**src/rtl/reg_bank_rd.sv**
```systemverilog
// reg_bank_rd: 14-entry architectural register bank with a registered read port.
// Ports: clk, rst_n (sync, active-low), wtr_vec/bus_in write, inc_sel/inc_en
//        increment, rd_sel/rd_en read -> bus_out/rd_valid/rd_err, wr_err,
//        reg_a/reg_b live copies of A and B.
module reg_bank_rd #(
    parameter int DATA_W = 16
) (
    input  logic              clk,
    input  logic              rst_n,
    input  logic [13:0]       wtr_vec,
    input  logic [DATA_W-1:0] bus_in,
    input  logic [4:0]        inc_sel,
    input  logic              inc_en,
    input  logic [4:0]        rd_sel,
    input  logic              rd_en,
    output logic [DATA_W-1:0] bus_out,
    output logic              rd_valid,
    output logic              rd_err,
    output logic              wr_err,
    output logic [DATA_W-1:0] reg_a,
    output logic [DATA_W-1:0] reg_b
);

    localparam int NREG = 14;
    localparam int IDX_A = 11;
    localparam int IDX_B = 12;

    logic [DATA_W-1:0] regs_q [NREG];
    logic [DATA_W-1:0] regs_d [NREG];
    logic [DATA_W-1:0] bus_out_q, bus_out_d;
    logic              rd_valid_q, rd_valid_d;
    logic              rd_err_q, rd_err_d;
    logic              wr_err_q, wr_err_d;

    logic              wr_any;
    logic              wr_one;
    logic              rd_ok;
    logic [DATA_W-1:0] rd_data;

    // x & (x-1) clears the lowest set bit; zero result means at most one bit.
    always_comb begin
        wr_any = |wtr_vec;
        wr_one = wr_any && ((wtr_vec & (wtr_vec - 14'd1)) == 14'd0);
    end

    // Write is applied after the increment so a same-register write wins.
    always_comb begin
        for (int i = 0; i < NREG; i++) begin
            regs_d[i] = regs_q[i];
            if (inc_en && (inc_sel == 5'(i + 1))) begin
                regs_d[i] = regs_q[i] + 1'b1;
            end
            if (wr_one && wtr_vec[i]) begin
                regs_d[i] = bus_in;
            end
        end
    end

    always_comb begin
        rd_ok   = rd_en && (rd_sel >= 5'd1) && (rd_sel <= 5'd14);
        rd_data = '0;
        for (int i = 0; i < NREG; i++) begin
            if (rd_sel == 5'(i + 1)) begin
                rd_data = regs_q[i];
            end
        end
        bus_out_d  = rd_ok ? rd_data : bus_out_q;
        rd_valid_d = rd_ok;
        rd_err_d   = rd_en && !rd_ok;
        wr_err_d   = wr_any && !wr_one;
    end

    always_ff @(posedge clk) begin
        if (!rst_n) begin
            for (int i = 0; i < NREG; i++) begin
                regs_q[i] <= '0;
            end
            bus_out_q  <= '0;
            rd_valid_q <= 1'b0;
            rd_err_q   <= 1'b0;
            wr_err_q   <= 1'b0;
        end else begin
            for (int i = 0; i < NREG; i++) begin
                regs_q[i] <= regs_d[i];
            end
            bus_out_q  <= bus_out_d;
            rd_valid_q <= rd_valid_d;
            rd_err_q   <= rd_err_d;
            wr_err_q   <= wr_err_d;
        end
    end

    assign bus_out  = bus_out_q;
    assign rd_valid = rd_valid_q;
    assign rd_err   = rd_err_q;
    assign wr_err   = wr_err_q;
    assign reg_a    = regs_q[IDX_A];
    assign reg_b    = regs_q[IDX_B];

endmodule
```
**config.mk**
```make
export PLATFORM = sky130hd
export DESIGN_NAME = reg_bank_rd
export DESIGN_NICKNAME = d
export VERILOG_FILES = /design/src/rtl/reg_bank_rd.sv
export SDC_FILE = /design/constraint.sdc
export NUM_CORES = 1
export LEC_CHECK = 0
export CORE_MARGIN = 1.5
export CORE_UTILIZATION = 35
export CTS_CLUSTER_DIAMETER = 80
export DETAILED_ROUTE_END_ITERATION = 7
export GPL_TIMING_DRIVEN = 0
export HOLD_SLACK_MARGIN = 0.15
export PLACE_DENSITY = 0.5
export SETUP_SLACK_MARGIN = 0.2
export SLEW_MARGIN = 10
export SYNTH_ARGS = -nofsm -noshare
export SYNTH_HDL_FRONTEND = slang
export SYNTH_SLANG_ARGS = --single-unit
```
**constraint.sdc**
```tcl
create_clock -name clk -period 3.3 [get_ports clk]
set_input_delay 0.66 -clock clk [delete_from_list [all_inputs] [get_ports clk]]
set_output_delay 0.66 -clock clk [all_outputs]
set_load 0.005 [all_outputs]
```
---- Word-level counts from Yosys, hierarchy flattened ----
Memory sizes are Yosys's and may differ from the RTL's.
Index checks and enable logic that the tools add are counted.
W data, S select, Z words.
word-level totals
  memories ................................ 1
  word-level logic and storage cells ...... 160
  register bits ........................... 19
  memory bits (writable) .................. 224
operators by class
  multiplexer cells ....................... 58
  reduce and logical (&&, ||, !) cells .... 37
  add/subtract/negate cells ............... 15
  bitwise gates (word level) .............. 15
  eq/ne operators ......................... 28
  order comparisons ....................... 2
memories
  name    depth  bits a word  read ports  clocked after Yosys merged registers in  write ports  RTL line  text
  regs_q  14     16           14          0                                        14           28        logic [DATA_W-1:0] regs_q [NREG];
operators with widths
  cell                     number
  $mux W16                 56
  $add A16 B1 Y16 const B  14
  $eq A5 B4 Y1 const B     14
  $eq A5 B3 Y1 const B     8
  $logic_and A1 B1 Y1      33
  $eq A5 B2 Y1 const B     4
  $and A14 B14 Y14         1
  $logic_not A14 Y1        1
  $or A1 B1 Y1             14
  $reduce_or A14 Y1        1
  $sub A14 B1 Y14 const B  1
  $eq A5 B1 Y1 const B     2
  $ge A5 B1 Y1 const B     1
  $le A5 B4 Y1 const B     1
  $logic_not A1 Y1         2
  $mux W1                  2

---- Logic depth before layout (Yosys ltp) ----
  depth in word-level cells ............... 15
  depth in mapped cells ................... 10
  gate-level depth less buffers ........... 7

---- Worst setup path after synthesis ----
OpenSTA, ideal clock, no wires.
  path type ............................... input to register
  from .................................... input wtr_vec[6]
  to ...................................... memory regs_q[8][10], in the netlist regs_q[1][10]
  data arrival time ....................... 2.753 ns
  setup slack ............................. 0.474 ns
  cell stages on the path ................. 8
  required time ........................... 3.227 ns
  library setup time ...................... 0.073 ns
  path through ............................ nor4_2 > nand4b_1 > nand2b_1 > xor2_4 > and4_1 > buf_4 > buf_6 > mux2i_1
RTL lines
  item         RTL line  text
  from (decl)  10        input logic [13:0] wtr_vec,
  to (decl)    28

---- Worst setup path in the final report ----
  from .................................... input rd_sel[2]
  to ...................................... register bus_out_q[7], in the netlist bus_out[7]
on the way
  cells in the longest elaborated chain, start to end .. 15
ends and longest elaborated chain
  item                     RTL line  text
  from (decl)              14        input logic [4:0] rd_sel,
  $eq A5 B1 Y1             63        if (rd_sel == 5'(i + 1)) begin
  $mux W16 (14 in series)  63
  to (signal assigned)     86        bus_out_q <= bus_out_d;
  to (decl)                30        logic [DATA_W-1:0] bus_out_q, bus_out_d;
Several ways; a longest one is shown, not always the timed one.
A chain may end at the register's enable or synchronous reset.

==> impl_metrics.toml <==
[die]
num_rows = 76
dieArea_mm2 = 0.0455
start_util = 0.357
fp.dieH_um = 213
ioPinCount = 95
core_area_mm2 = 0.0434
die_w_um = 213

[worst_setup_path]
cp_slowest_stage_delay_ns = 0.68
crit_start = "rd_sel[2]"
critPathKind = "in -> reg"
crit_path_top_delay_cell = "clkdlybuf4s50_1"
crit_family = "buffers and inverters"
crit_required_ns = 3.84
crit_buf_inv = 4
rr_startpoint = "regs_q[0][66]"
worstSetupEndpointType = "register"
cp.arrival_ns = 3.63
path_max_fanout = 10
cp-start-kind = "primary input"
crit_chain = "clkdlybuf4s50_1 -> clkbuf_2 -> buf_2 -> clkbuf_4 -> nor2_1 -> o21ai_0 -> nand4b_1 -> o2bb2ai_1 -> a221oi_1 -> o211a_1"

[sta]
worst_slack_ns = 0.205
clock.fmax_mhz = 323
skew_ns = 0.0152
period_share = 0.938
grt_setup_unrepaired = "true"
worst_slew_margin_rel = 0.142
tightest_slew_ns = 1.27
slew_viol_final = 0
hold_ws_ns = 0.478
finalHoldViolCount = 0
fin_crit_ns = 3.10
setup_viol_count_final = 0

[route]
viasPerCell = 5.75
wire_per_inst_um = 24.0
first_iter_violations = 1339
remaining_drc_errors = 0
wirelength_mm = 62.6
drtPass1Iterations = 7
ant_nets = 0
vias = 15021

[synth]
seq_area_frac_synth = 0.314
synth_ff_type = "dfxtp_1"
postSynth.asyncResetShare = 0
yosysWarnings = 0
synth_cell_types = 79
synth.top_cell.area_share = 0.314
syn_avg_cell_area_um2 = 8.27
ys_seq_elements = 243
yosys.area.top_type = "dfxtp_1"
synthTopCellsByCount = "nand2_1, dfxtp_1, mux2i_1"
synth-edff-count = 0
yosysMostFrequentCell = "nand2_1"
netlist_area_mm2 = 0.0155
synthTopCellsByArea = "dfxtp_1, mux2i_1, nand2_1"
synth_nets = 1931
synth_cells = 1873

[global_route]
gr-total-overflow = 0
grt_pass1_wl_mm = 92.2
grt_pass1_vias = 14487
antenna_found_initial = 0
grt_max_degree = 15
grtUsageTotal = 0.271

[final_layout]
register_area_mm2 = 0.00486
syn2layout_area_growth_pct = 18.7
drive_gt1_frac = 0.0914
multi_input_area_mm2 = 0.00993
fillers = 4430
final_nets = 2060

[clock_tree]
numCtsBuffers = 31
clk_latency_ns = 0.59
ctsRootBufferMaster = "clkbuf_16"
clock_path_buffers = 3
clkSinkCount = 243
cts_tree = "done"
cts_hold_buf = 0
htreeDepth = 1
cts.clk_slew.worst_paths_ns = 0.06

[placement]
dp_hpwl_mm = 47.8
preCtsSetupSlack_ns = -1.04
place_congestion = 0.970
io_buffers = 91

[outcome]
status = "finished clean"

[hold_path]
hp-start = "bus_out[9]"
hold_class = "reg -> reg"

[flow_run]
cap_viol_max_count = 0

[pwr]
ir_drop_v = 0.000281
power_per_cell_area_mw_per_mm2 = 377
leakage_nw = 7.35
[layout make-up]
| class | instances | area share |
|---|---|---|
| buffer | 139 | 0.0424 |
| tap | 585 | 0.0398 |
| clock inverter | 14 | 0.00619 |
| sequential | 243 | 0.264 |
| clock buffer | 42 | 0.0482 |
| antenna | 2 | 0.000272 |
| multi-input combinational | 1459 | 0.540 |
| inverter | 32 | 0.00653 |
| timing repair buffer | 96 | 0.0524 |
[worst reg2reg max path, stage by stage, from the launching register on]
cell	delay, ns
dfxtp_1	0.47
nand4_1	0.17
nor4_1	1.01
and4_1	0.33
xnor2_1	0.12
nand2_1	0.07
mux2i_1	0.18
[cell usage in the layout (no fill, tap or decap), types with 58 or more instances in the layout]
cell	count
a21oi_1	74
clkbuf_1	70
clkdlybuf4s50_1	90
dfxtp_1	243
mux2i_1	177
nand2_1	281
nand3_1	78
nand4_1	63
nor2_1	123
o21ai_0	58
xnor2_1	119
xor2_1	90
[where the power goes]
group	switching (W)	internal [W]
sequential	0.0000113	0.00295
clock	0.00145	0.00196
combinational	0.000403	0.000172
total	0.00186	0.00508
[kinds of logic (layout without fill, tap and decap cells)]
kind of cell               count (synthesis)  after routing  share of synthesized area
buffers and inverters                    171            323                     0.0558
and+or+nand+nor                          758            758                      0.253
muxes                                    192            192                      0.125
other                                      0              2                          0
adders and majority gates                 15             15                     0.0120
AOI/OAI and AO/OA                        284            284                      0.120
DFF                                      243            243                      0.314
xor gates and xnor gates                 210            210                      0.120
[stage by stage]
| step | total power, W | utilization | cells | instance area (um2) | TNS, ns |
|---|---|---|---|---|---|
| final | 0.00694 | 0.424 | 2612 | 18400 | 0 |
| after global routing | 0.00713 | 0.424 | 2610 | 18400 | 0 |
| after CTS | 0.00697 | 0.421 | 2606 | 18200 | 0 |
| after detailed placement | 0.00356 | 0.396 | 2549 | 17200 | -98.31 |
| after global placement | 0.00356 | 0.395 | 2549 | 17100 | -80.67 |
| after floorplan | 0.00328 | - | 1873 | 15500 | 0 |
[per-layer routing]
layer,part of all wire,vias to the layer above,global-route usage
met5,0,-,0
li1,-,6969,-
met1,0.42,7321,0.341
met4,0.047,0,0.120
met2,0.48,575,0.468
met3,0.057,156,0.0297
[final timing paths]
kind | depth (start not counted) | slack (ns) | to
max | 10 | 0.20 | bus_out[7]
max reg2reg | 6 | 0.87 | regs_q[0][73]
min reg2reg | 2 | 0.48 | bus_out[9]
min | 2 | 0.48 | bus_out[9]
[repair_timing]
| action | CTS | global route |
|---|---|---|
| pin swaps | 0 | 2 |
| buffers inserted | 1 | 4 |
| resized for setup | 19 | 49 |
| cloned | 0 | 0 |
| endpoints found under the setup margin | 124 | 120 |
| hold endpoints to repair | 0 | 0 |
[registers in the layout (all words and copies together) (netlist names)]
register  count
rd_valid      1
regs_q      224
rd_err        1
bus_out      16
wr_err        1
(Power assumes the default switching activity.)
